<file path="src/rtl/adc_pkg.sv">
// rtl/adc_pkg.sv - shared state encodings and constants for the AHB ADC read slave
package adc_pkg;

  typedef enum logic [1:0] {
    A_IDLE,
    A_START,
    A_BUSY,
    A_DONE
  } bus_state_t;

  typedef enum logic [2:0] {
    S_IDLE,
    S_CNV,
    S_SETUP,
    S_SHIFT,
    S_QUIET
  } ser_state_t;

  // Values of HADDR[2] selecting the two register offsets
  localparam logic ADDR_CONVERT = 1'b0;
  localparam logic ADDR_LAST    = 1'b1;

  localparam logic [2:0] HSIZE_WORD = 3'b010;

endpackage

</file>
<file path="src/rtl/ahb_adc_read_if.sv">
// rtl/ahb_adc_read_if.sv - AHB-Lite slave-side signal bundle for the ADC read slave
interface ahb_adc_read_if;

  logic        HSEL;
  logic        HWRITE;
  logic        HREADY;
  logic [31:0] HADDR;
  logic [31:0] HWDATA;
  logic [1:0]  HTRANS;
  logic [2:0]  HSIZE;
  logic [3:0]  HPROT;
  logic [2:0]  HBURST;
  logic        HMASTLOCK;
  logic        HREADYOUT;
  logic [1:0]  HRESP;
  logic [31:0] HRDATA;

  modport slave (
    input  HSEL, HWRITE, HREADY, HADDR, HWDATA, HTRANS, HSIZE, HPROT, HBURST, HMASTLOCK,
    output HREADYOUT, HRESP, HRDATA
  );

  modport master (
    output HSEL, HWRITE, HREADY, HADDR, HWDATA, HTRANS, HSIZE, HPROT, HBURST, HMASTLOCK,
    input  HREADYOUT, HRESP, HRDATA
  );

endinterface

</file>
<file path="src/rtl/adc_serial_read.sv">
// rtl/adc_serial_read.sv - serial ADC frame sequencer: CNVST pulse, CSn framing, SCLK and shift-in
module adc_serial_read
  import adc_pkg::*;
#(
  parameter int CLK_DIV = 2,
  parameter int NBITS   = 32
) (
  input  logic             HCLK,
  input  logic             HRESET,
  input  logic             start,
  output logic             ready,
  output logic [NBITS-1:0] data,
  output logic             ADC_CNVST,
  output logic             ADC_CSn,
  output logic             ADC_SCLK,
  input  logic             ADC_DOUT
);

  localparam int CW = $clog2(2 * CLK_DIV);
  localparam int BW = $clog2(NBITS);
  localparam logic [CW-1:0] HALF     = CW'(CLK_DIV - 1);
  localparam logic [CW-1:0] QUIET    = CW'(2 * CLK_DIV - 1);
  localparam logic [BW-1:0] LAST_BIT = BW'(NBITS - 1);

  ser_state_t       state, state_next;
  logic [CW-1:0]    cnt, cnt_next;
  logic [BW-1:0]    bit_cnt, bit_next;
  logic             cnvst_next, csn_next, sclk_next, shift_en;
  logic             dout_meta, dout_sync;
  logic [NBITS-1:0] shreg;

  assign ready = (state == S_IDLE);
  assign data  = shreg;

  always_comb begin
    state_next = state;
    cnt_next   = cnt;
    bit_next   = bit_cnt;
    cnvst_next = 1'b0;
    csn_next   = 1'b1;
    sclk_next  = 1'b0;
    shift_en   = 1'b0;
    case (state)
      S_IDLE: begin
        if (start) begin
          state_next = S_CNV;
          cnt_next   = HALF;
          cnvst_next = 1'b1;
        end
      end
      S_CNV: begin
        if (cnt == '0) begin
          state_next = S_SETUP;
          cnt_next   = HALF;
          csn_next   = 1'b0;
        end else begin
          cnt_next   = cnt - 1'b1;
          cnvst_next = 1'b1;
        end
      end
      S_SETUP: begin
        csn_next = 1'b0;
        if (cnt == '0) begin
          state_next = S_SHIFT;
          cnt_next   = HALF;
          bit_next   = '0;
        end else begin
          cnt_next = cnt - 1'b1;
        end
      end
      S_SHIFT: begin
        csn_next  = 1'b0;
        sclk_next = ADC_SCLK;
        if (cnt != '0) begin
          cnt_next = cnt - 1'b1;
        end else if (!ADC_SCLK) begin
          // Rising SCLK edge: sample the synchronised data bit
          cnt_next  = HALF;
          sclk_next = 1'b1;
          shift_en  = 1'b1;
        end else if (bit_cnt == LAST_BIT) begin
          state_next = S_QUIET;
          cnt_next   = QUIET;
          sclk_next  = 1'b0;
          csn_next   = 1'b1;
        end else begin
          cnt_next  = HALF;
          sclk_next = 1'b0;
          bit_next  = bit_cnt + 1'b1;
        end
      end
      S_QUIET: begin
        if (cnt == '0) begin
          state_next = S_IDLE;
        end else begin
          cnt_next = cnt - 1'b1;
        end
      end
      default: state_next = S_IDLE;
    endcase
  end

  always_ff @(posedge HCLK) begin
    if (HRESET) begin
      state     <= S_IDLE;
      cnt       <= '0;
      bit_cnt   <= '0;
      ADC_CNVST <= 1'b0;
      ADC_CSn   <= 1'b1;
      ADC_SCLK  <= 1'b0;
      dout_meta <= 1'b0;
      dout_sync <= 1'b0;
      shreg     <= '0;
    end else begin
      state     <= state_next;
      cnt       <= cnt_next;
      bit_cnt   <= bit_next;
      ADC_CNVST <= cnvst_next;
      ADC_CSn   <= csn_next;
      ADC_SCLK  <= sclk_next;
      dout_meta <= ADC_DOUT;
      dout_sync <= dout_meta;
      if (shift_en) begin
        shreg <= {shreg[NBITS-2:0], dout_sync};
      end
    end
  end

endmodule

</file>
<file path="src/rtl/ahb_adc_read.sv">
// rtl/ahb_adc_read.sv - AHB-Lite slave that runs one ADC conversion per read and returns {chB, chA}
module ahb_adc_read
  import adc_pkg::*;
#(
  parameter int CLK_DIV = 2,
  parameter int NBITS   = 32
) (
  input  logic           HCLK,
  input  logic           HRESET,
  ahb_adc_read_if.slave  bus,
  output logic           ADC_CNVST,
  output logic           ADC_CSn,
  output logic           ADC_SCLK,
  input  logic           ADC_DOUT
);

  bus_state_t       state, state_next;
  logic             accept;
  logic             wr_q;
  logic             saw_fall;
  logic             start;
  logic             ready;
  logic             capture;
  logic             load_rdata;
  logic             hreadyout_q, hreadyout_next;
  logic [31:0]      hrdata_q;
  logic [NBITS-1:0] data;
  logic [NBITS-1:0] last_sample;
  logic             unused_bus;

  assign accept = bus.HSEL && bus.HREADY && bus.HTRANS[1] && (bus.HSIZE == HSIZE_WORD);

  assign bus.HREADYOUT = hreadyout_q;
  assign bus.HRDATA    = hrdata_q;
  assign bus.HRESP     = 2'b00;

  assign unused_bus = ^{bus.HADDR[31:3], bus.HADDR[1:0], bus.HWDATA, bus.HTRANS[0],
                        bus.HPROT, bus.HBURST, bus.HMASTLOCK};

  always_comb begin
    state_next     = state;
    hreadyout_next = hreadyout_q;
    start          = 1'b0;
    capture        = 1'b0;
    load_rdata     = 1'b0;
    case (state)
      A_IDLE: begin
        if (accept) begin
          hreadyout_next = 1'b0;
          if (bus.HWRITE || (bus.HADDR[2] != ADDR_CONVERT)) begin
            state_next = A_DONE;
          end else begin
            state_next = A_START;
          end
        end
      end
      A_START: begin
        start      = 1'b1;
        state_next = A_BUSY;
      end
      A_BUSY: begin
        // ready returning high after having dropped marks the finished frame
        if (saw_fall && ready) begin
          capture    = 1'b1;
          state_next = A_DONE;
        end
      end
      A_DONE: begin
        load_rdata     = !wr_q;
        hreadyout_next = 1'b1;
        state_next     = A_IDLE;
      end
      default: state_next = A_IDLE;
    endcase
  end

  always_ff @(posedge HCLK) begin
    if (HRESET) begin
      state       <= A_IDLE;
      wr_q        <= 1'b0;
      saw_fall    <= 1'b0;
      last_sample <= '0;
      hreadyout_q <= 1'b1;
      hrdata_q    <= '0;
    end else begin
      state       <= state_next;
      hreadyout_q <= hreadyout_next;
      saw_fall    <= (state == A_BUSY) && (saw_fall || !ready);
      if (state == A_IDLE && accept) begin
        wr_q <= bus.HWRITE;
      end
      if (capture) begin
        last_sample <= data;
      end
      if (load_rdata) begin
        hrdata_q <= 32'(last_sample);
      end
    end
  end

  adc_serial_read #(
    .CLK_DIV (CLK_DIV),
    .NBITS   (NBITS)
  ) u_serial (
    .HCLK      (HCLK),
    .HRESET    (HRESET),
    .start     (start),
    .ready     (ready),
    .data      (data),
    .ADC_CNVST (ADC_CNVST),
    .ADC_CSn   (ADC_CSn),
    .ADC_SCLK  (ADC_SCLK),
    .ADC_DOUT  (ADC_DOUT)
  );

endmodule

</file>
<file path="src/flat_wrapper.sv">
// flat-port wrapper written by rule: the top's interface ports become plain ports
module ahb_adc_read_flat import adc_pkg::*;
#(
  parameter int CLK_DIV = 2,
  parameter int NBITS   = 32
)
  (HCLK, HRESET, ADC_CNVST, ADC_CSn, ADC_SCLK, ADC_DOUT, bus_HSEL, bus_HWRITE, bus_HREADY, bus_HADDR, bus_HWDATA, bus_HTRANS, bus_HSIZE, bus_HPROT, bus_HBURST, bus_HMASTLOCK, bus_HREADYOUT, bus_HRESP, bus_HRDATA);
  ahb_adc_read_if bus_i ();
  input  logic HCLK;
  input  logic HRESET;
  output logic ADC_CNVST;
  output logic ADC_CSn;
  output logic ADC_SCLK;
  input  logic ADC_DOUT;
  input wire logic [$bits(bus_i.HSEL)-1:0] bus_HSEL;
  input wire logic [$bits(bus_i.HWRITE)-1:0] bus_HWRITE;
  input wire logic [$bits(bus_i.HREADY)-1:0] bus_HREADY;
  input wire logic [$bits(bus_i.HADDR)-1:0] bus_HADDR;
  input wire logic [$bits(bus_i.HWDATA)-1:0] bus_HWDATA;
  input wire logic [$bits(bus_i.HTRANS)-1:0] bus_HTRANS;
  input wire logic [$bits(bus_i.HSIZE)-1:0] bus_HSIZE;
  input wire logic [$bits(bus_i.HPROT)-1:0] bus_HPROT;
  input wire logic [$bits(bus_i.HBURST)-1:0] bus_HBURST;
  input wire logic [$bits(bus_i.HMASTLOCK)-1:0] bus_HMASTLOCK;
  output wire logic [$bits(bus_i.HREADYOUT)-1:0] bus_HREADYOUT;
  output wire logic [$bits(bus_i.HRESP)-1:0] bus_HRESP;
  output wire logic [$bits(bus_i.HRDATA)-1:0] bus_HRDATA;
  assign bus_i.HSEL = bus_HSEL;
  assign bus_i.HWRITE = bus_HWRITE;
  assign bus_i.HREADY = bus_HREADY;
  assign bus_i.HADDR = bus_HADDR;
  assign bus_i.HWDATA = bus_HWDATA;
  assign bus_i.HTRANS = bus_HTRANS;
  assign bus_i.HSIZE = bus_HSIZE;
  assign bus_i.HPROT = bus_HPROT;
  assign bus_i.HBURST = bus_HBURST;
  assign bus_i.HMASTLOCK = bus_HMASTLOCK;
  assign bus_HREADYOUT = bus_i.HREADYOUT;
  assign bus_HRESP = bus_i.HRESP;
  assign bus_HRDATA = bus_i.HRDATA;
  ahb_adc_read #(.CLK_DIV(CLK_DIV), .NBITS(NBITS)) u_core (.HCLK(HCLK), .HRESET(HRESET), .bus(bus_i), .ADC_CNVST(ADC_CNVST), .ADC_CSn(ADC_CSn), .ADC_SCLK(ADC_SCLK), .ADC_DOUT(ADC_DOUT));
endmodule
</file>
<file path="config.mk">
export PLATFORM = sky130hd
export DESIGN_NAME = ahb_adc_read_flat
export DESIGN_NICKNAME = d
export VERILOG_FILES = /design/src/rtl/adc_pkg.sv /design/src/rtl/ahb_adc_read_if.sv /design/src/rtl/adc_serial_read.sv /design/src/rtl/ahb_adc_read.sv /design/src/flat_wrapper.sv
export SDC_FILE = /design/constraint.sdc
export NUM_CORES = 1
export LEC_CHECK = 0
export ABC_CLOCK_PERIOD_IN_PS = 4200
export BUFFER_PORTS_ARGS = -buffer_cell sky130_fd_sc_hd__buf_2
export CORE_MARGIN = 8
export CORE_UTILIZATION = 56
export CTS_CLUSTER_DIAMETER = 200
export DETAILED_ROUTE_END_ITERATION = 16
export HOLD_SLACK_MARGIN = 0.15
export PLACE_DENSITY = 0.85
export SETUP_SLACK_MARGIN = 0.3
export SYNTH_ARGS = -nofsm -noshare
export SYNTH_HDL_FRONTEND = slang
export SYNTH_SLANG_ARGS = --single-unit
</file>
<file path="constraint.sdc">
create_clock -name HCLK -period 4.2 [get_ports HCLK]
set_input_delay 1.26 -clock HCLK [delete_from_list [all_inputs] [get_ports HCLK]]
set_output_delay 1.26 -clock HCLK [all_outputs]
set_load 0.02 [all_outputs]
</file>
======== Yosys cells after proc, flatten, opt, wreduce, memory -nomap -nowiden ========
Cells that the tools add are included.
word-level totals
  bits of input ports ..................... 83
  logic and storage cells ................. 102
  output and inout port bits .............. 38
  bits in registers ....................... 116
operators by class
  eq/ne operators ......................... 20
  reduce and logical (&&, ||, !) cells .... 24
  $add $sub $neg .......................... 2
  multiplexer cells ....................... 40
  bitwise logic cells ..................... 1
operators by type and width
  operator               count
  $mux W3                7
  $mux W5                4
  $mux W2                9
  $ne A2 B2 Y1 const B   8
  $pmux W2 S4            2
  $pmux W3 S5            1
  $mux W1                13
  $pmux W5 S2            1
  $eq A3 B2 Y1 const B   3
  $reduce_and A7 Y1      1
  $logic_and A1 B1 Y1    6
  $ne A2 B1 Y1 const B   3
  $reduce_bool A2 Y1     3
  $add A5 B1 Y5 const B  1
  $eq A5 B5 Y1 const B   1
  $reduce_and A5 Y1      1
  $eq A2 B2 Y1 const B   2
  $logic_not A2 Y1       2
  $pmux W1 S2            2
  $reduce_and A2 Y1      2
  $reduce_bool A4 Y1     1
  $reduce_or A2 Y1       2
  $eq A3 B1 Y1 const B   1
  $eq A3 B3 Y1 const B   1
  other kinds (8)        10

======== Longest topological paths before layout ========
Gate-level depths: netlist (run 1).
  depth in word-level cells ............... 5
  gate-level depth with buffers ........... 8
  mapped depth without buffers ............ 7

======== Modules after synthesis ========
From an unflattened synthesis (run 1), not the netlist that was laid out.
second synthesis, totals
  cell total of the unflattened synthesis .. 553
  area, all modules ....................... 4603.2 sq um
by module, submodules not included
  module           cells an instance  times used  area each (sq um)  sequential area each (sq um)
  ahb_adc_read     318                1           2682.6             1381.3
  adc_serial_read  235                1           1920.6             940.9

======== Worst setup path before layout (run 1) ========
OpenSTA, ideal clock, no wires.
  path type ............................... flip-flop to flip-flop
  start ................................... register u_core.u_serial.bit_cnt[0]
  end ..................................... register u_core.u_serial.bit_cnt[2]
  arrival time ............................ 2.171 ns
  period minus slack after synthesis ...... 2.241 ns
  library setup time ...................... 0.070 ns
  path slack .............................. 1.959 ns
  cell stages (with the launch flop) ...... 8
  data required time ...................... 4.130 ns
  path buffers ............................ 0
  cells stage by stage .................... dfxtp_1 -> ha_1 -> and3_1 -> ha_1 -> nand2b_2 -> a2111o_1 -> or4_1 -> a21oi_1
between the ends
  word-level cells in the longest chain between the ends .. 5
  elaborated cells on any way between the ends .. 8
  classes of those cells .................. 1 x add/sub; 2 x eq/ne; 4 x mux; 1 x reduce/logical
ends and longest elaborated chain
  what                    RTL line                RTL
  start, declared         adc_serial_read.sv:27   logic [BW-1:0] bit_cnt, bit_next;
  start signal, assigned  adc_serial_read.sv:117  bit_cnt <= bit_next;
  $add A5 B1 Y5           adc_serial_read.sv:89   bit_next = bit_cnt + 1'b1;
  $mux W5                 adc_serial_read.sv:81   end else if (bit_cnt == LAST_BIT) begin
  $mux W5                 adc_serial_read.sv:76   end else if (!ADC_SCLK) begin
  $mux W5                 adc_serial_read.sv:74   if (cnt != '0) begin
  $pmux W5 S2             adc_serial_read.sv:43   case (state)
Parallel ways exist; a longest one is shown, timed or not. The select of a mux whose other input is x is not followed.
A chain may end at the register's enable or synchronous reset.

======== Final worst setup path (run 1) ========
  start ................................... register u_core.u_serial.cnt[0]
  end ..................................... register u_core.u_serial.shreg[30] (netlist: u_core.u_serial.data[30])
between the ends
  word-level cells in the longest chain between the ends .. 3
ends and longest elaborated chain
  what                    RTL line                RTL
  start, declared         adc_serial_read.sv:26   logic [CW-1:0] cnt, cnt_next;
  start signal, assigned  adc_serial_read.sv:116  cnt <= cnt_next;
  $reduce_bool A2 Y1      adc_serial_read.sv:74
  $mux W1                 adc_serial_read.sv:74
  $mux W1                 adc_serial_read.sv:43
  end signal, assigned    adc_serial_read.sv:124  shreg <= {shreg[NBITS-2:0], dout_sync};
  end, declared           adc_serial_read.sv:30   logic [NBITS-1:0] shreg;
No other way between the ends.

==> results.md, run 1 <==
- The run finished with clean final reports.
- The tree built by TritonCTS fans out to 116 sinks.
- The initial antenna violation count is 0.
- Of the total synthesized cell area, the portion taken by XOR and XNOR cells is 0.402%.
- The total track usage is 17.7%.
- The worst setup path is captured at a flip-flop.
- The number of remaining DRC errors is 0.
- The weighted congestion at the end of routability-driven global placement is 0.784.
- Once the floorplan was initialized, standard cells occupied 56.9% of the core.
- The number of warnings printed during yosys synthesis is 0.
- The final worst-path cycle share is 60.9%.
- In this run, CTS created clock tree buffers numbering 17.
- The detailed placer's ending HPWL is 5460 um.
- The top cell type by total area after synthesis is sky130_fd_sc_hd__dfxtp_1.
- The proportion of synthesized area in mux cells is 0.230%.
- The maximum level of the CTS H-tree is 4.
- Entering global routing, the biggest net connects 62 pins.
- The number of instances in the synthesized netlist is 549.
- Counting flops with an async set or reset pin after synthesis yields a share of 0%.
- In this run the deepest clock path goes through 2 buffers.
- The worst hold path belongs to the class flip-flop to flip-flop.
- Detailed routing inserted a total of 3,676 vias.
- The area of the mapped netlist is 4350 um^2.
- The fmax is 391 MHz.
- The synthesized netlist devotes 15.5% of its cell area to compound gates.
- The routed design has 9300 um of wire.
- The fraction of final layout cells with drive strength greater than 1 is 15.0%.
- The count of inserted antenna diode cells is 0.
- After Yosys synthesis, and, or, nand and nor cells account for 23.4% of the synthesized area.
- For this design, the CTS-stage hold fixing added 0 buffers.
- The max capacitance violation total is 0.
- STA classifies the critical path startpoint as a flip-flop.
- By startpoint and endpoint, the worst setup path is classified as flip-flop to flip-flop.
- The combinational family with the most area after synthesis is simple AND/OR/NAND/NOR gates.
- The die is 104 um wide.
- The total number of nets in the final design is 670.
- TritonCTS built the clock tree.
- The global-route congestion overflow total is 0.
- The library cell used as clock root buffer is sky130_fd_sc_hd__clkbuf_8.
- Summing the areas of all fa, ha and maj instances in the mapped netlist gives 2.30% of the synthesized area.
- The share of the synthesized area in the top cell type is 53.3%.
- In this run the tool buffered the top-level ports with 46 buffer cells.
- In this run, synthesis produced a sequential element count of 116.
- The worst setup margin is 1640 ps.
- The ratio of routed vias to standard cells is 5.30.
- On the critical path, the stage with the largest delay is an instance of sky130_fd_sc_hd__nor2_2.
- By area the synthesized netlist is led by sky130_fd_sc_hd__dfxtp_1 (53%), sky130_fd_sc_hd__nand2_1 (17%), sky130_fd_sc_hd__a21oi_1 (12%).
- The global-route wire length before repair is 16,000 um.
- At the placement stage, the worst setup path has a slack of 1640 ps.
- The ratio of total power to cell area is 552 nW/um^2.
- The number of design-rule violations left by the first detailed-router iteration is 207.
- Traced cell by cell, the critical path runs through inv_1 -> ha_1 -> nand4b_1 -> nor2_2 -> nand2_1 -> a21oi_1.
- For the final routed database, the setup TNS stands at 0 ps.
- After clock tree synthesis, the setup repair step added 0 buffers.
- The worst path arrival time is 2990 ps.
- The post-synthesis sequential area ratio is 53.3%.
- The synthesis-to-layout area growth is 19.0%.
- For the pin with the worst max-slew slack, the measured transition is 1200 ps.
- The vertical extent of the die is 104 um.
- For this design the static power due to leakage is 1.92 nW.
- The delay of the slowest critical-path stage is 1010 ps.
- The most used flip-flop cell after synthesis is sky130_fd_sc_hd__dfxtp_1.
- The number of enable flip-flop cells after synthesis is 0.
- Before antenna repair, the detailed router went through 5 iterations.
- The number of hold-slack violations in the final timing report is 0.
- The number of max-slew violations in the final report is 0.
- The placeable core region is 7650 um^2.
- The number of global-route vias before repair came to 3,594.
- Setup repair after global routing left no endpoint under its margin.
- The clock latency on the worst-skew pair is 520 ps.
- The largest vdd supply drop is 0.000358 V.
- The largest fanout on the critical path is 32.
- Together, buffers and inverters on the worst path number 1.
- The routed wire length per instance is 13.4 um.
- The post-cts gate resize count is 0.
- Measured against its own limit, the worst slew margin works out to 19.6%.
- The worst clock skew is 9.69 ps.
- The worst path in the final design needs a cycle of 2560 ps, including I/O delays and setup.
- The floorplan has 32 rows.
- Counting the fill cells in the layout gives 582.
- The cell family contributing the most delay on the critical path is simple AND/OR/NAND/NOR gates.
- The synthesized area per cell is 7.93 um^2.
- The number of different library cells used by synthesis comes to 42.
- The die area is 10,900 um^2.
- The clock-pin transition on the worst setup and hold timing paths is 60 ps.
- Setup violations remaining at the end of the flow were counted as 0.
- The number of antenna-violating nets in the routed design is 0.
- The top-level port count is 121.
- At the worst endpoint, the required time is 4630 ps.
[where the power goes]
part	switching [W]	internal (W)	total (W)	leakage (nW)
clock	0.000527	0.000925	0.00145	0.284
combinational	0.000153	0.0000861	0.000239	0.703
sequential	0.0000402	0.00113	0.00117	0.935
[final timing paths]
check / startpoint / endpoint / slack (ps) / cells past startpoint
worst max-delay path: u_core.u_serial.cnt[0] / u_core.u_serial.data[30] / 1640 / 6
worst min-delay path: u_core.u_serial.dout_meta / u_core.u_serial.dout_sync / 440 / 1
worst max register to register: u_core.u_serial.cnt[0] / u_core.u_serial.data[30] / 1640 / 6
worst min register to register: u_core.u_serial.dout_meta / u_core.u_serial.dout_sync / 440 / 1
[worst register-to-register path: stages, from the launching register on]
cell and delay [ps]:
sky130_fd_sc_hd__dfxtp_1 340, sky130_fd_sc_hd__inv_1 100, sky130_fd_sc_hd__ha_1 290, sky130_fd_sc_hd__nand4b_1 310, sky130_fd_sc_hd__nor2_2 1010, sky130_fd_sc_hd__nand2_1 200
sky130_fd_sc_hd__a21oi_1 220
[synth_stat cells (2+ instances only)]
cell,count
sky130_fd_sc_hd__ha_1,8
sky130_fd_sc_hd__and3_1,2
sky130_fd_sc_hd__a21bo_2,2
sky130_fd_sc_hd__nand2_1,196
sky130_fd_sc_hd__nand4_1,2
sky130_fd_sc_hd__a21oi_1,106
sky130_fd_sc_hd__nand3_1,5
sky130_fd_sc_hd__dfxtp_1,116
sky130_fd_sc_hd__a22oi_1,2
sky130_fd_sc_hd__nor2b_1,6
sky130_fd_sc_hd__nor3_1,9
sky130_fd_sc_hd__xnor2_1,2
sky130_fd_sc_hd__or4_1,2
sky130_fd_sc_hd__o21ai_0,3
sky130_fd_sc_hd__nor2_1,15
sky130_fd_sc_hd__or2_2,3
sky130_fd_sc_hd__buf_4,4
sky130_fd_sc_hd__nor4_1,2
sky130_fd_sc_hd__clkbuf_1,32
sky130_fd_sc_hd__inv_1,10
[registers in the layout, indices dropped and copies added, names as in the netlist, 2 cells and up]
signal	cells
u_core.bus.HRDATA	32
u_core.last_sample	32
u_core.state	2
u_core.u_serial.bit_cnt	5
u_core.u_serial.cnt	2
u_core.u_serial.data	32
u_core.u_serial.state	3
[layout by cell type (no fill, tap or decap), types with 8 or more instances in the layout]
master | synthesis | final
sky130_fd_sc_hd__nor2_1 | 15 | 14
sky130_fd_sc_hd__buf_2 | 1 | 45
sky130_fd_sc_hd__dfxtp_1 | 116 | 116
sky130_fd_sc_hd__a21oi_1 | 106 | 106
sky130_fd_sc_hd__ha_1 | 8 | 8
sky130_fd_sc_hd__nor3_1 | 9 | 9
sky130_fd_sc_hd__nand2_1 | 196 | 196
sky130_fd_sc_hd__inv_1 | 10 | 10
sky130_fd_sc_hd__clkbuf_16 | 0 | 16
[routing by layer]
layer	wire [um]	global-route usage, %
met4	201	11.0
met1	3950	19.6
met2	4580	29.3
met3	576	5.08
met5	0	0
[cells by family (layout without fill, tap and decap cells)]
group	count (synthesis)	count (layout)
fa+ha+maj	8	8
mux	1	1
other cells	1	2
compound gates	124	124
xor+xnor	2	2
buf+inv	49	91
simple gates	248	248
flops	116	116
[cell type report]
cell class                      count  area [um^2]  share of cell area [%]
Tap cell                          102          128                    2.46
Clock buffer                       18          428                    8.26
Timing Repair Buffer               49          255                    4.93
Sequential cell                   116         2320                    44.8
Multi-Input combinational cell    385         1830                    35.4
Inverter                           10         37.5                   0.724
Clock inverter                     14          178                    3.43
[through the flow]
stage	power [W]	util (%)	hold WS, ps	cells	area, um^2
after floorplan	0.00138	-	414	550	4360
after global placement	0.00141	59.8	422	662	4580
after detailed placement	0.00143	59.8	430	662	4580
after CTS	0.00287	67.8	445	694	5180
after global routing	0.00296	67.8	452	694	5180
final	0.00286	67.8	444	694	5180
No activity file was read; power rests on OpenSTA's default activity.
==> inputs of run 2 (changes only) <==
ABC_AREA = 1   (was default)
ABC_CLOCK_PERIOD_IN_PS = 2600   (was 4200)
CORE_UTILIZATION = 52   (was 56)
PLACE_DENSITY = 0.8   (was 0.85)
clock period = 2.6 ns   (was 4.2 ns; I/O delays follow)
==> results.md, run 2 <==
- The count of state elements after synthesis is 116 (unchanged).
- The number of antenna-violating nets in the routed design is 0 (unchanged).
- The count of vias placed by the detailed router was 3,536 (-3.8%).
- The number of enable flip-flop cells after synthesis is 0 (unchanged).
- The routed wire length per instance is 12.2 um (-8.7%).
- The number of warnings printed during yosys synthesis is 0 (unchanged).
- The number of buffers on the longest clock path is 2 (unchanged).
- The worst clock skew came to 11.6 ps (+1.94 ps).
- The total track usage is 15.7% (-2.0 points).
- The global-route congestion overflow total is 0 (unchanged).
- The startpoint identified for the worst hold timing path is u_core.u_serial.dout_meta.
- The clock latency on the worst-skew pair is 520 ps (about the same).
- The most used flip-flop cell after synthesis is sky130_fd_sc_hd__dfxtp_1.
- STA classifies the critical path endpoint as a flip-flop.
- The critical path is of the flip-flop to flip-flop type.
- The post-CTS repair timing setup buffer count came to 0 (unchanged).
- Setup repair after global routing left no endpoint under its margin.
- The internal reg-to-reg setup slack is 620 ps (-1020 ps).
- The worst setup margin was 623 ps (-1020 ps).
- The cell depth of the worst flop-to-flop path was 7 (+1).
- The global-route wire length before repair is 14,700 um (-7.9%).
- The number of setup violations in the final report was 0 (unchanged).
- The number of distinct library cell variants in the gate-level netlist after synthesis is 29 (-31%).
- The count of inserted antenna diode cells is 0 (unchanged).
- The number of detailed-route iterations in the first pass is 5 (unchanged).
- The post-synthesis simple-gate area fraction is 13.6% (-9.8 points).
- The total CTS buffers came to 17 (unchanged).
- The largest fanout on the critical path is 35 (+9.4%).
- Compared with the post-synthesis result, the final layout area differs by 19.4%.
- The die span in x is 107 um (+3.1%).
- The final worst-path cycle share is 76.0% (+15 points).
- The maximum level of the CTS H-tree is 4 (unchanged).
- The area taken by flip-flops and latches is 2320 um^2 (unchanged).
- The top-level port count is 121 (unchanged).
- The weighted congestion at the end of routability-driven global placement is 0.885 (+13%).
- The library cell used as clock root buffer is sky130_fd_sc_hd__clkbuf_8.
- The effective utilization at floorplan was 53.1% (-3.8 points).
- The fraction of final layout cells with drive strength greater than 1 is 15.3% (+0.25 points).
- The number of design-rule violations left by the first detailed-router iteration is 228 (+10%).
- After synthesis, the largest family of logic cells by area is compound AO/OA/AOI/OAI gates.
- The number of hold-slack violations in the final timing report was 0 (unchanged).
- The pin count of the biggest net entering global routing is 108 (+74%).
- The share of the synthesized area in the top cell type was 53.5% (+0.15 points).
- The total number of clock tree sinks came to 116 (unchanged).
- The endpoint identified for the worst register-to-register timing path is u_core.last_sample[1].
- Sorting the synthesized cells by how often they occur yields sky130_fd_sc_hd__dfxtp_1 (116), sky130_fd_sc_hd__o21ai_0 (93), sky130_fd_sc_hd__nor2_1 (80), sky130_fd_sc_hd__a21oi_1 (73), sky130_fd_sc_hd__inv_1 (59).
- The number of cells on the worst hold path is 2 (+1).
- The area of the multi-input gates is 1620 um^2 (-12%).
- The number of buffers added to fix hold violations after cts is 0 (unchanged).
- In this run the worst hold path is classified as flip-flop to flip-flop.
- The leading cell type by number of instances after synthesis is sky130_fd_sc_hd__dfxtp_1.
- The placeable core region is 8180 um^2 (+6.9%).
- The CTS tree is yes.
- The fmax is 506 MHz (+29%).
- The largest vdd supply drop came to 0.000618 V (+73%).
- The number of remaining DRC errors is 0 (unchanged).
- The post-cts gate resize count is 0 (unchanged).
- The row count is 33 (+3.1%).
- The most common library cell in the layout ignoring fill and taps is sky130_fd_sc_hd__dfxtp_1.
- The end point of the most critical hold path is u_core.u_serial.dout_sync.
- The synthesized area per cell came to 8.06 um^2 (+1.6%).
- The proportion of synthesized area in mux cells is 0% (-0.23 points).
- The clock period minus worst slack was 1980 ps (-583 ps).
- The initial antenna violation count is 0 (unchanged).
- The area of the mapped netlist was 4340 um^2 (-0.29%).
- The largest total area in the synthesized netlist belongs to sky130_fd_sc_hd__dfxtp_1.
- The post-placement worst setup slack was 653 ps (-987 ps).
- The total power after layout is 0.00499 W (+75%).
- The vertical extent of the die is 107 um (+3.1%).
- The clock-pin transition on the worst setup and hold timing paths is 50 ps (about the same).
- The number of buffers inserted by port buffering is 46 (unchanged).
- The reg-to-reg critical path startpoint is u_core.u_serial.state[0].
- The fraction of the mapped netlist area in adder cells is 2.31% (+0.0066 points).
- The number of instances in the synthesized netlist is 539 (-1.8%).
- The share of the synthesized area in compound gates (AO/OA/AOI/OAI) is 21.2% (+5.8 points).
- The tightest hold margin is 404 ps (-39.9 ps).
- The final sum of negative setup slack was 0 ps (unchanged).
- The max capacitance violation total is 0 (unchanged).
- The routed wire length came to 8500 um (-8.7%).
- The post-synthesis sequential area ratio is 53.5% (+0.15 points).
- The ratio of total power to cell area came to 962 nW/um^2 (+75%).
- The total number of nets in the final design is 667 (-0.45%).
- The headroom to the max-slew limit is 63.4% (+44 points).
- The static leakage is 2.30 nW (+20%).
- The number of global-route vias before repair is 3,447 (-4.1%).
- The flow ran to the end, and the final reports show no timing, DRC or antenna violations.
- The share of synthesized registers carrying an async set or reset is 0% (unchanged).
- The worst path arrival time came to 2370 ps (-620 ps).
- Sorting the synthesized cells by area gives the leading types as sky130_fd_sc_hd__dfxtp_1 (53%), sky130_fd_sc_hd__o21ai_0 (11%), sky130_fd_sc_hd__a21oi_1 (8.4%).
- The count of filler cells inserted in the layout is 686 (+18%).
- The xor-xnor portion of the synthesized cell area is 0% (-0.40 points).
- The die area came to 11,500 um^2 (+6.2%).
- In the layout the commonest cells are sky130_fd_sc_hd__dfxtp_1 (116), sky130_fd_sc_hd__o21ai_0 (93), sky130_fd_sc_hd__nor2_1 (80).
- The ratio of routed vias to standard cells is 5.10 (-3.8%).
- The transition time at the pin with the least slew margin is 548 ps (-656 ps).
- The detailed placer's ending HPWL was 5290 um (-3.2%).
- The data required time at the worst endpoint was 2990 ps (-1640 ps).
- The number of max-slew violations in the final report is 0 (unchanged).
- The worst setup path is launched from a flip-flop.
## run 2: cell count changes after synthesis, moves of 12 or more
cell	change
sky130_fd_sc_hd__nand2_1	-164
sky130_fd_sc_hd__o21ai_1	+12
sky130_fd_sc_hd__inv_1	+49
sky130_fd_sc_hd__clkbuf_1	-16
sky130_fd_sc_hd__nor2_1	+65
sky130_fd_sc_hd__o21ai_0	+90
sky130_fd_sc_hd__a21oi_1	-33
## run 2: routing by layer
layer	up-vias	share of wire, %	global-route usage (%)
met5	-	0	0
met4	0	1.2	7.43
met3	11	5.6	6.29
met2	81	50	27.9
met1	1608	43	15.6
li1	1836	-	-
## run 2: stage by stage
step           instance area, um^2  std cells  utilization (%)
5_1_grt                       5180        694             63.4
4_1_cts                       5180        694             63.4
2_1_floorplan                 4350        540                -
3_3_place_gp                  4590        662             56.1
6_report                      5180        694             63.4
3_5_place_dp                  4590        662             56.1
## run 2: kinds of logic after synthesis
kind of cell / Yosys count
flops: 116
compound gates: 182
simple gates: 138
other cells: 1
fa+ha+maj: 8
buf+inv: 94
## run 2: where the power goes
part | leakage (nW) | switching (W) | total, W | internal [W]
registers | 0.937 | 0.0000989 | 0.00203 | 0.00193
clock network | 0.288 | 0.000832 | 0.00230 | 0.00146
logic | 1.08 | 0.000456 | 0.000665 | 0.000209
## run 2: cell type report
class | count | share of cell area, %
Clock buffer | 17 | 7.99
Sequential cell | 116 | 44.8
Clock inverter | 15 | 3.50
Multi-Input combinational cell | 330 | 31.2
Inverter | 61 | 4.42
Timing Repair Buffer | 50 | 5.50
Tap cell | 105 | 2.54
## run 2: how the worst max path moves through the flow
stage | startpoint | to | slack [ps] | cells past startpoint
floorplan | HRESET | u_core.u_serial.data[14] | 890 | 6
global placement | u_core.u_serial.cnt[0] | u_core.u_serial.data[22] | 710 | 7
detailed placement | u_core.u_serial.cnt[0] | u_core.u_serial.data[27] | 650 | 7
CTS | u_core.u_serial.cnt[0] | u_core.u_serial.data[0] | 630 | 7
global route | u_core.u_serial.state[0] | u_core.last_sample[1] | 400 | 7
finish | u_core.u_serial.state[0] | u_core.last_sample[1] | 620 | 7
## run 2: worst max-delay path: stages (launching register included)
cell and delay (ps):
sky130_fd_sc_hd__dfxtp_1 370, sky130_fd_sc_hd__inv_1 70, sky130_fd_sc_hd__nand2_1 130, sky130_fd_sc_hd__nor2_2 180
sky130_fd_sc_hd__nand3_2 450, sky130_fd_sc_hd__buf_12 360, sky130_fd_sc_hd__o21ai_0 220, sky130_fd_sc_hd__a21oi_1 70
==> inputs of run 3 (changes only) <==
ABC_CLOCK_PERIOD_IN_PS = 1600   (was 2600)
CORE_UTILIZATION = 47   (was 52)
PLACE_DENSITY = 0.76   (was 0.8)
clock period = 1.6 ns   (was 2.6 ns; I/O delays follow)
==> results.md, run 3 (synthesis gave the netlist of run 2 again) <==
- The run finished with clean final reports.
- The total CTS buffers came to 17 (unchanged).
- The signal on the critical path passes through buf_6 -> nand2_4 -> nor2_4 -> nand2_4 -> nor2_8 -> buf_6 -> buf_12 -> o21ai_0 -> nor2_1.
- The max capacitance violation total is 0 (unchanged).
- The clock latency on the worst-skew pair was 530 ps (about the same).
- The largest fanout on the critical path is 6 (-83%).
- The delay of the slowest critical-path stage is 360 ps (-90 ps).
- The number of antenna-violating nets in the routed design is 0 (unchanged).
- The placeable core region is 9110 um^2 (+11%).
- The power share of the clock group is 43.6% (-2.4 points).
- The worst path arrival time is 1960 ps (-410 ps).
- The number of hold-slack violations in the final timing report is 0 (unchanged).
- The worst setup margin is 76.1 ps (-547 ps).
- The total number of nets in the final design is 714 (+7.0%).
- The top-level port count is 121 (unchanged).
- The type of element capturing the critical path is a flip-flop.
- Leaving out fill and tap cells, the most frequent cells in the layout are sky130_fd_sc_hd__nor2_1 (75), sky130_fd_sc_hd__dfxtp_1 (71), sky130_fd_sc_hd__a21oi_1 (58).
- The share of power burned in registers is 35.2% (-5.5 points).
- The global-route congestion overflow total came to 0 (unchanged).
- The die span in x is 112 um (+4.4%).
- The ratio of total power to cell area was 1480 nW/um^2 (+54%).
- The number of detailed-route iterations in the first pass is 5 (unchanged).
- The row count is 35 (+6.1%).
- The internal reg-to-reg setup slack is 80 ps (-550 ps).
- The detailed placer's ending HPWL came to 5290 um (about the same).
- The routed wire length per instance is 18.3 um (+50%).
- The worst setup path is launched from a flip-flop.
- The tightest hold margin was 156 ps (-249 ps).
- The global-route wire length before repair is 18,000 um (+22%).
- The tree is rooted in a sky130_fd_sc_hd__clkbuf_8.
- The power share of the combinational group is 21.2% (+7.9 points).
- The vertical extent of the die was 112 um (+4.4%).
- The final sum of negative setup slack came to 0 ps (unchanged).
- The number of design-rule violations left by the first detailed-router iteration was 340 (+49%).
- The fraction of the core area covered by cells at the end of the flow was 71.7% (+8.3 points).
- The effective utilization at floorplan is 47.7% (-5.4 points).
- The clock-pin transition on the worst setup and hold timing paths was 60 ps (about the same).
- The data required time at the worst endpoint is 2040 ps (-950 ps).
- The total track usage is 17.6% (+1.9 points).
- The buffers plus inverters on the worst setup path is 3 (+1).
- The maximum level of the CTS H-tree is 4 (unchanged).
- The worst clock skew is 11.0 ps (-0.581 ps).
- The number of global-route vias before repair is 3,908 (+13%).
- The synthesis-to-layout area growth is 50.3%.
- The clock period minus worst slack is 1520 ps (-453 ps).
- The min-delay analysis places its worst path in the category input port to flip-flop.
- The critical-path cell with the highest stage delay is sky130_fd_sc_hd__dfxtp_4.
- The final worst-path cycle share is 95.2% (+19 points).
- The die area is 12,600 um^2 (+9.0%).
- The routed wire length is 13,700 um (+61%).
- The reported net switching power came to 0.00285 W (+110%).
- The critical path start-end classification is flip-flop to flip-flop.
- The number of max-slew violations in the final report is 0 (unchanged).
- The count of vias placed by the detailed router is 4,195 (+19%).
- The ratio of routed vias to standard cells is 5.62 (+10%).
- The number of buffers inserted by port buffering was 46 (unchanged).
- Setup repair after global routing could not meet its margin everywhere.
- The family with the most delay on the worst path is simple AND/OR/NAND/NOR gates.
- TritonCTS built the clock tree.
- The internal power was 0.00680 W (+89%).
- The number of buffers on the longest clock path is 2 (unchanged).
- The fraction of power spent switching nets is 29.5% (+1.7 points).
- The count of inserted antenna diode cells was 0 (unchanged).
- The post-placement worst setup slack is 6.37 ps (-647 ps).
- The largest vdd supply drop was 0.000946 V (+53%).
- The number of setup violations in the final report was 0 (unchanged).
- The initial antenna violation count is 0 (unchanged).
- The final standard cell count with taps included and fillers excluded was 747 (+7.6%).
- The count of filler cells inserted in the layout is 582 (-15%).
- The fraction of final layout cells with drive strength greater than 1 is 41.2% (+26 points).
- The placed instance count is 672 (+1.5%).
- The weighted congestion at the end of routability-driven global placement came to 0.774 (-13%).
- The static leakage came to 2.73 nW (+18%).
- The number of remaining DRC errors is 0 (unchanged).
- The pin count of the biggest net entering global routing is 97 (-10%).
- The fmax is 656 MHz (+30%).
- The number of buffers added to fix hold violations after cts is 0 (unchanged).
- The total number of clock tree sinks is 116 (unchanged).
- The most common library cell in the layout ignoring fill and taps is sky130_fd_sc_hd__nor2_1.
run 3: final cells by class:
type / count / area (um^2) / area share (%)
clock buffers: 18 / 428 / 6.56
clock inverters: 14 / 225 / 3.45
inverters: 61 / 251 / 3.85
multi-input cells: 330 / 2000 / 30.6
flip-flops and latches: 116 / 2380 / 36.5
well taps: 111 / 139 / 2.13
repair buffers: 97 / 1100 / 16.9
run 3: power by group through the flow:
stage	combinational, W	sequential, W	clock, W
after floorplan	0.000763	0.00341	0
after global placement	0.00105	0.00333	0
after detailed placement	0.00110	0.00335	0
after CTS	0.00154	0.00333	0.00416
after global routing	0.00219	0.00341	0.00439
final	0.00205	0.00339	0.00421
run 3: stage by stage:
stage	total power (W)	instance area [um^2]
global placement	0.00439	4640
finish	0.00965	6530
floorplan	0.00417	4360
global route	0.00999	6530
CTS	0.00903	5940
detailed placement	0.00445	4640
run 3: path summary, 6_finish.rpt:
check,startpoint,cells after the start,endpoint
setup / recovery,u_core.u_serial.state[0],9,u_core.u_serial.data[21]
hold / removal,ADC_DOUT,3,u_core.u_serial.dout_meta
setup reg to reg,u_core.u_serial.state[0],9,u_core.u_serial.data[21]
hold reg to reg,u_core.u_serial.dout_meta,2,u_core.u_serial.dout_sync
run 3: repair_timing:
action,CTS,global route
setup endpoints to repair,110,146
hold endpoints to repair,0,0
gates resized for setup,177,124
gates cloned,4,8
pin swaps,14,38
setup buffers,18,13
run 3: per-layer routing:
layer	global-route usage [%]	wire length, um
met5	0	0
met4	8.90	571
met3	5.48	915
met2	31.0	7260
met1	18.5	4940
run 3: worst register-to-register path: stages (launching register included):
cell and delay [ps]:
sky130_fd_sc_hd__dfxtp_4 360, sky130_fd_sc_hd__buf_6 110, sky130_fd_sc_hd__nand2_4 60, sky130_fd_sc_hd__nor2_4 120
sky130_fd_sc_hd__nand2_4 90, sky130_fd_sc_hd__nor2_8 170, sky130_fd_sc_hd__buf_6 130, sky130_fd_sc_hd__buf_12 110
sky130_fd_sc_hd__o21ai_0 80, sky130_fd_sc_hd__nor2_1 200
